===== config.mk =====
export PLATFORM = sky130hd
export DESIGN_NAME = mem_port_arbiter
export DESIGN_NICKNAME = d
export VERILOG_FILES = /design/src/rtl/mem_port_arbiter.sv
export SDC_FILE = /design/constraint.sdc
export NUM_CORES = 1
export LEC_CHECK = 0
export CELL_PAD_IN_SITES_DETAIL_PLACEMENT = 1
export CELL_PAD_IN_SITES_GLOBAL_PLACEMENT = 1
export CORE_MARGIN = 10
export CORE_UTILIZATION = 21
export DETAILED_ROUTE_END_ITERATION = 6
export GPL_TIMING_DRIVEN = 0
export PLACE_DENSITY_LB_ADDON = 0.05
export SYNTH_ARGS = -nofsm -noshare
export SYNTH_HDL_FRONTEND = slang
export SYNTH_SLANG_ARGS = --single-unit

===== constraint.sdc =====
create_clock -name CLK -period 2.03 [get_ports CLK]
set_input_delay 0.406 -clock CLK [delete_from_list [all_inputs] [get_ports CLK]]
set_output_delay 0.406 -clock CLK [all_outputs]
set_load 0.01 [all_outputs]

===== src/rtl/mem_port_arbiter.sv =====
// -----------------------------------------------------------------------------
// mem_port_arbiter
//
// Shares one single-port memory between three requesters:
//   port 0 : debug / program loader (always highest priority)
//   port 1 : CPU data access (load/store)
//   port 2 : CPU instruction fetch
//
// Each access is sequenced as request -> ISSUE (one cycle, mem_en=1, gnt
// pulse) -> optional WAIT (reads only, RD_LAT cycles) -> rvalid pulse with
// rdata passed through from mem_rdata. Writes complete in their ISSUE cycle,
// and the next arbitration happens in that same cycle, so writes from
// different ports can go back to back.
//
// Configuration macro ARB_RR_EN:
//   undefined : fixed priority 0 > 1 > 2, and fetch (port 2) is promoted to
//               0 > 2 > 1 after STARVE_MAX consecutive lost arbitrations.
//   defined   : ports 1 and 2 alternate round-robin below port 0; the
//               starvation counter is removed and STARVE_MAX is unused.
//
// Ports:
//   CLK, rst_n                   clock (rising edge), async active-low reset
//   req, we [2:0]                per-port request / write enable
//   addr0..2, wdata0..2          per-port address / write data
//   gnt, rvalid [2:0]            per-port grant pulse / read-data-valid pulse
//   rdata                        read data shared by all ports
//   mem_en, mem_we, mem_addr,
//   mem_wdata, mem_rdata         memory macro interface
//   cpu_stall                    stall to the CPU while port 1/2 work is open
// -----------------------------------------------------------------------------
module mem_port_arbiter #(
  parameter int ADDR_W     = 32,
  parameter int DATA_W     = 32,
  parameter int RD_LAT     = 1,
  parameter int STARVE_MAX = 8
) (
  input  logic              CLK,
  input  logic              rst_n,
  input  logic [2:0]        req,
  input  logic [2:0]        we,
  input  logic [ADDR_W-1:0] addr0,
  input  logic [ADDR_W-1:0] addr1,
  input  logic [ADDR_W-1:0] addr2,
  input  logic [DATA_W-1:0] wdata0,
  input  logic [DATA_W-1:0] wdata1,
  input  logic [DATA_W-1:0] wdata2,
  output logic [2:0]        gnt,
  output logic [2:0]        rvalid,
  output logic [DATA_W-1:0] rdata,
  output logic              mem_en,
  output logic              mem_we,
  output logic [ADDR_W-1:0] mem_addr,
  output logic [DATA_W-1:0] mem_wdata,
  input  logic [DATA_W-1:0] mem_rdata,
  output logic              cpu_stall
);

  typedef enum logic [1:0] {
    IDLE  = 2'd0,
    ISSUE = 2'd1,
    WAIT  = 2'd2
  } state_t;

  state_t      state;
  state_t      state_nxt;
  logic [1:0]  owner;       // port currently in ISSUE/WAIT
  logic [2:0]  owner_oh;
  logic [2:0]  lat_cnt;     // remaining WAIT cycles, 1 means final
  logic        last_wait;
  logic        arb_point;
  logic [2:0]  req_m;
  logic        win_valid;
  logic [1:0]  win_idx;
  logic        promote;     // port 2 ranks above port 1 this arbitration

  assign owner_oh  = 3'b001 << owner;
  assign last_wait = (state == WAIT) && (lat_cnt == 3'd1);

  // The memory is free again in a write's ISSUE cycle and in the final WAIT
  // cycle of a read (the read data is on the bus but the port can be reused).
  assign arb_point = (state == IDLE) || ((state == ISSUE) && mem_we) || last_wait;

  // The port being granted this cycle still holds req; hide it so it is not
  // granted twice for one access.
  assign req_m = req & ~gnt;

  // ---------------------------------------------------------------------------
  // Priority state: starvation counter or round-robin pointer
  // ---------------------------------------------------------------------------
`ifdef ARB_RR_EN
  logic last_was_2;   // last granted of {1,2} was port 2

  assign promote = !last_was_2;

  always_ff @(posedge CLK or negedge rst_n) begin
    if (!rst_n) begin
      last_was_2 <= 1'b1;   // port 1 goes first after reset
    end else if (arb_point && win_valid && (win_idx != 2'd0)) begin
      last_was_2 <= (win_idx == 2'd2);
    end
  end
`else
  localparam int STARVE_W = $clog2(STARVE_MAX + 1);

  logic [STARVE_W-1:0] starve_cnt;

  assign promote = (starve_cnt == STARVE_W'(STARVE_MAX));

  always_ff @(posedge CLK or negedge rst_n) begin
    if (!rst_n) begin
      starve_cnt <= '0;
    end else if (arb_point) begin
      if (!req_m[2] || (win_valid && (win_idx == 2'd2))) begin
        starve_cnt <= '0;
      end else if (!promote) begin
        starve_cnt <= starve_cnt + STARVE_W'(1);
      end
    end
  end
`endif

  // ---------------------------------------------------------------------------
  // Winner selection
  // ---------------------------------------------------------------------------
  always_comb begin
    // NOTE: every combinational output gets a default before any branch;
    // a path that leaves one unassigned would infer a latch.
    win_valid = |req_m;
    win_idx   = 2'd0;
    if (req_m[0]) begin
      win_idx = 2'd0;
    end else if (promote) begin
      win_idx = req_m[2] ? 2'd2 : 2'd1;
    end else begin
      win_idx = req_m[1] ? 2'd1 : 2'd2;
    end
  end

  // ---------------------------------------------------------------------------
  // FSM: state register / next state / outputs
  // ---------------------------------------------------------------------------
  always_ff @(posedge CLK or negedge rst_n) begin
    // NOTE: sequential state uses non-blocking assignments so every register
    // samples pre-edge values regardless of block evaluation order.
    if (!rst_n) begin
      state <= IDLE;
    end else begin
      state <= state_nxt;
    end
  end

  always_comb begin
    state_nxt = state;
    unique case (state)
      IDLE:    state_nxt = win_valid ? ISSUE : IDLE;
      ISSUE:   begin
        if (mem_we) begin
          state_nxt = win_valid ? ISSUE : IDLE;
        end else begin
          state_nxt = WAIT;
        end
      end
      WAIT:    begin
        if (last_wait) begin
          state_nxt = win_valid ? ISSUE : IDLE;
        end
      end
      default: state_nxt = IDLE;
    endcase
  end

  always_comb begin
    mem_en = (state == ISSUE);
    gnt    = mem_en ? owner_oh : 3'b000;
    rvalid = last_wait ? owner_oh : 3'b000;
    rdata  = (|rvalid) ? mem_rdata : '0;
  end

  // ---------------------------------------------------------------------------
  // Captured access and read latency counter
  // ---------------------------------------------------------------------------
  always_ff @(posedge CLK or negedge rst_n) begin
    if (!rst_n) begin
      owner     <= 2'd0;
      mem_we    <= 1'b0;
      mem_addr  <= '0;
      mem_wdata <= '0;
      lat_cnt   <= 3'd0;
    end else begin
      if (arb_point && win_valid) begin
        owner <= win_idx;
        unique case (win_idx)
          2'd0: begin
            mem_we    <= we[0];
            mem_addr  <= addr0;
            mem_wdata <= wdata0;
          end
          2'd1: begin
            mem_we    <= we[1];
            mem_addr  <= addr1;
            mem_wdata <= wdata1;
          end
          default: begin
            mem_we    <= we[2];
            mem_addr  <= addr2;
            mem_wdata <= wdata2;
          end
        endcase
      end
      if ((state == ISSUE) && !mem_we) begin
        lat_cnt <= 3'(RD_LAT);
      end else if (state == WAIT) begin
        lat_cnt <= lat_cnt - 3'd1;
      end
    end
  end

  // ---------------------------------------------------------------------------
  // CPU stall: a CPU port is busy while it requests or while its read is in
  // flight (the requester drops req after gnt); the completing cycle is free.
  // ---------------------------------------------------------------------------
  logic       read_pend;
  logic [1:0] cpu_busy;
  logic [1:0] cpu_done;

  assign read_pend = ((state == ISSUE) && !mem_we) || (state == WAIT);
  assign cpu_busy  = req[2:1] | (read_pend ? owner_oh[2:1] : 2'b00);
  assign cpu_done  = (gnt[2:1] & {2{mem_we}}) | rvalid[2:1];
  assign cpu_stall = |(cpu_busy & ~cpu_done);

endmodule

==> results.py <==
metrics = {
    "sta": {
        "setup_tns_ps": -19910,
        "slew_headroom": 0.5900,
        "hold_viol": 0,
        "fmax_mhz": 432.1,
        "worstMarginPinSlew_ps": 615.0,
        "skew_ps": 14.15,
        "finalCritPeriodShare": 1.140,
        "setup_violations": 106,
        "fin_ws_ps": -284.3,
        "report.final.slew_viol_count": 0,
        "period_needed_ps": 2314,
        "rsz0062_at_grt": "true",
    },
    "finish": {
        "syn2layout_area_growth_pct": 171.8,
        "final_cells": 1133,
        "multi_input_area_mm2": 0.003571,
        "num-fill-cells": 1975,
        "drive_above_1_share": 0.4775,
        "final_nets": 1099,
        "seqCellArea_mm2": 0.001903,
    },
    "logic_synthesis": {
        "syn_area_per_cell_um2": 9.802,
        "yosysTopAreaCell": "dfrtp_1",
        "synthTopCellsByArea": "dfrtp_1 45%, o2bb2ai_1 13%, o22ai_1 9.2%",
        "synth_top_cell_area_share": 0.4533,
        "yosysWarnings": 0,
        "netlist_instances": 428,
        "synth_area_mm2": 0.004195,
        "synth-seq-cells": 76,
        "yosysSeqAreaShare": 0.4533,
        "syn_nets": 664,
        "synth_cell_types": 44,
    },
    "floorplan": {
        "die_w_um": 161.3,
        "io_pins": 337,
        "fp.dieH_um": 161.3,
        "die_area_mm2": 0.02603,
        "initial_core_util": 0.2142,
        "rows": 51,
        "core-area_mm2": 0.01959,
    },
    "worst_setup_path": {
        "endpoint_kind": "output port",
        "crit_start": "lat_cnt[1]$_DFFE_PN0N_",
        "critPathMaxFanout": 5,
        "path_buf_inv": 5,
        "cpLargestDelayFamily": "buffers and inverters",
        "max_stage_delay_ps": 400,
        "cp_slowest_cell": "dfrtp_1",
        "start_kind": "flop",
        "crit_arrival_ps": 1910,
        "crit_type": "reg -> out",
        "worstPathCellList": "inv_2, ha_4, nor2b_4, nand2_4, a21oi_4, buf_6, buf_6, buf_8, and2_4, buf_6",
        "cp.required_ps": 1620,
        "r2r_start": "state[1]$_DFFE_PN0P_",
        "crit_top_cell": "buf_6",
    },
    "clocking": {
        "cts_root_buf": "clkbuf_16",
        "cts_tree": "yes",
        "cts_buffers": 9,
        "cts_max_level": 3,
        "clock_latency_ps": 340,
        "cts.path.max_buffers": 2,
        "clkTransAtPathRegs_ps": 70,
        "cts_sinks": 76,
    },
    "detailed_routing": {
        "drc": 0,
        "drtIter0Drc": 191,
        "wl_per_cell_um": 25.12,
        "routed_wl_um": 28470,
        "drtAntennaViolNets": 0,
        "first_pass_iters": 4,
        "via_per_inst": 4.910,
        "vias": 5563,
    },
    "grt": {
        "grt_pass1_vias": 6517,
        "grt_pass1_wl_um": 41540,
        "grt_use_met2": 0.3632,
        "track_usage": 0.2053,
        "use_met3": 0.07372,
        "antenna_found_initial": 1,
        "grt_max_degree": 43,
        "grt_most_used_layer": "met2",
        "use_met1": 0.2302,
        "grt-ovfl-total": 0,
    },
    "pwr": {
        "p_per_area_mw_per_mm2": 1452,
        "power.total_mw": 16.56,
        "ir_drop_mv": 0.5809,
        "leakagePower_nw": 4.497,
    },
    "placement": {
        "dp_hpwl_um": 18960,
        "port_buffers": 336,
        "post-place-cells": 1030,
        "dp_slack_ps": -909.8,
        "place_congestion": 0.7816,
    },
    "status": {
        "outcome": "finished with violations",
        "violations": "negative setup slack",
    },
    "flow_run": {
        "cap_violations": 0,
    },
    "min_path": {
        "min_path_type": "in -> async",
    },
}
==> metrics by stage <==
| step | hold WS [ps] | util | cell area (um^2) |
|---|---|---|---|
| finish | 56.46 | 0.5821 | 11400 |
| global route | 95.82 | 0.5821 | 11400 |
| CTS | 72.34 | 0.5450 | 10680 |
| detailed placement | 451.6 | 0.4037 | 7908 |
| global placement | 470.9 | 0.4028 | 7890 |
| floorplan | 110.4 | - | 4195 |
==> cells in the final DEF (no fill, tap or decap), types with 15 or more instances in the layout <==
cell / netlist / routed
buf_4: 1 / 37
clkbuf_16: 0 / 26
clkdlybuf4s50_1: 0 / 295
dfrtp_1: 76 / 75
buf_12: 0 / 19
buf_6: 9 / 57
o22ai_4: 0 / 21
o2bb2ai_2: 0 / 37
o21ai_2: 1 / 40
o2bb2ai_1: 62 / 25
and2_4: 1 / 33
o22ai_2: 0 / 40
o21ai_4: 0 / 23
buf_8: 0 / 15
==> flip-flops by register name, indices dropped and copies added (netlist names) <==
name and cells:
starve_cnt 4, mem_addr 32, state 2, mem_we 1, mem_wdata 32, owner 2, lat_cnt 3
==> cells in the mapped netlist, drive strengths merged <==
library cell and instances:
a31oi 3, nor2 10, o22a 1, and3 1, ha 4, clkbuf 21
dfrtp 76, buf 18, nand2 9, a22oi 1, mux2 1, o2bb2ai 62
a31o 2, mux2i 1, nor2b 4, o21ai 69, o32a 1, or4b 1
and3b 1, inv 9, a22o 4, nor3 1, o22ai 62, or4bb 1
a21oi 7, nand4bb 1, nor3b 2, a21o 4, nand3b 1, a32o 1
and2 34, nand2b 3, a32oi 4, a221oi 1, nand3 7
==> cell families (layout without fill, tap and decap cells) <==
group           count (synthesis)  count (layout)  share of synthesized area
fa+ha+maj                       4               4                    0.01193
compound gates                222             222                     0.3585
flops                          76              76                     0.4533
mux                             2               2                   0.005070
buf+inv                        48             485                    0.06233
simple gates                   76              78                     0.1089
other cells                     0               1                          0
==> power by group <==
group	total (mW)	leakage (nW)	internal (mW)	switching, mW
combinational	11.9	3.43	6.62	5.26
sequential	2.90	0.914	2.31	0.588
clock	1.79	0.156	1.11	0.681
==> final cells by class <==
type                            count  share of cell area
Clock buffer                       11             0.02129
Clock inverter                      4            0.006474
Inverter                            9            0.003621
Antenna cell                        1           0.0002194
Timing Repair Buffer              423              0.4010
Buffer                             38             0.05826
Tap cell                          265             0.02908
Multi-Input combinational cell    306              0.3131
Sequential cell                    76              0.1669
==> worst register-to-register path: stages (launching register included) <==
cell and delay (ps):
dfrtp_1 400, buf_6 130, buf_4 130, or4bb_4 620, a21o_4 280, buf_12 150, nand2_8 120, buf_12 150
o22ai_2 70, o2bb2ai_1 150
==> final timing paths <==
path,to,slack (ps),depth (start not counted)
setup / recovery,rdata[12],-280,10
hold / removal,mem_wdata[19]$_DFFE_PN0P_,60,1
setup reg to reg,mem_wdata[8]$_DFFE_PN0P_,-240,9
hold reg to reg,mem_addr[16]$_DFFE_PN0P_,480,1
max in group asynchronous,mem_addr[15]$_DFFE_PN0P_,1320,2
min in group CLK,mem_addr[16]$_DFFE_PN0P_,480,1
==> routing by layer <==
| metal | wire [um] | vias to the layer above |
|---|---|---|
| li1 | - | 2537 |
| met1 | 11180 | 2786 |
| met2 | 14840 | 223 |
| met3 | 2138 | 17 |
| met4 | 306 | 0 |
| met5 | 0 | - |
==> what timing repair did <==
action                     4_1_cts  5_1_grt
setup endpoints to repair      111      107
cloned                          24        0
pin swaps                      132       49
hold buffers                     0        0
buffers inserted                48       17
resized for setup              571      133
No activity file was read; power rests on OpenSTA's default activity.
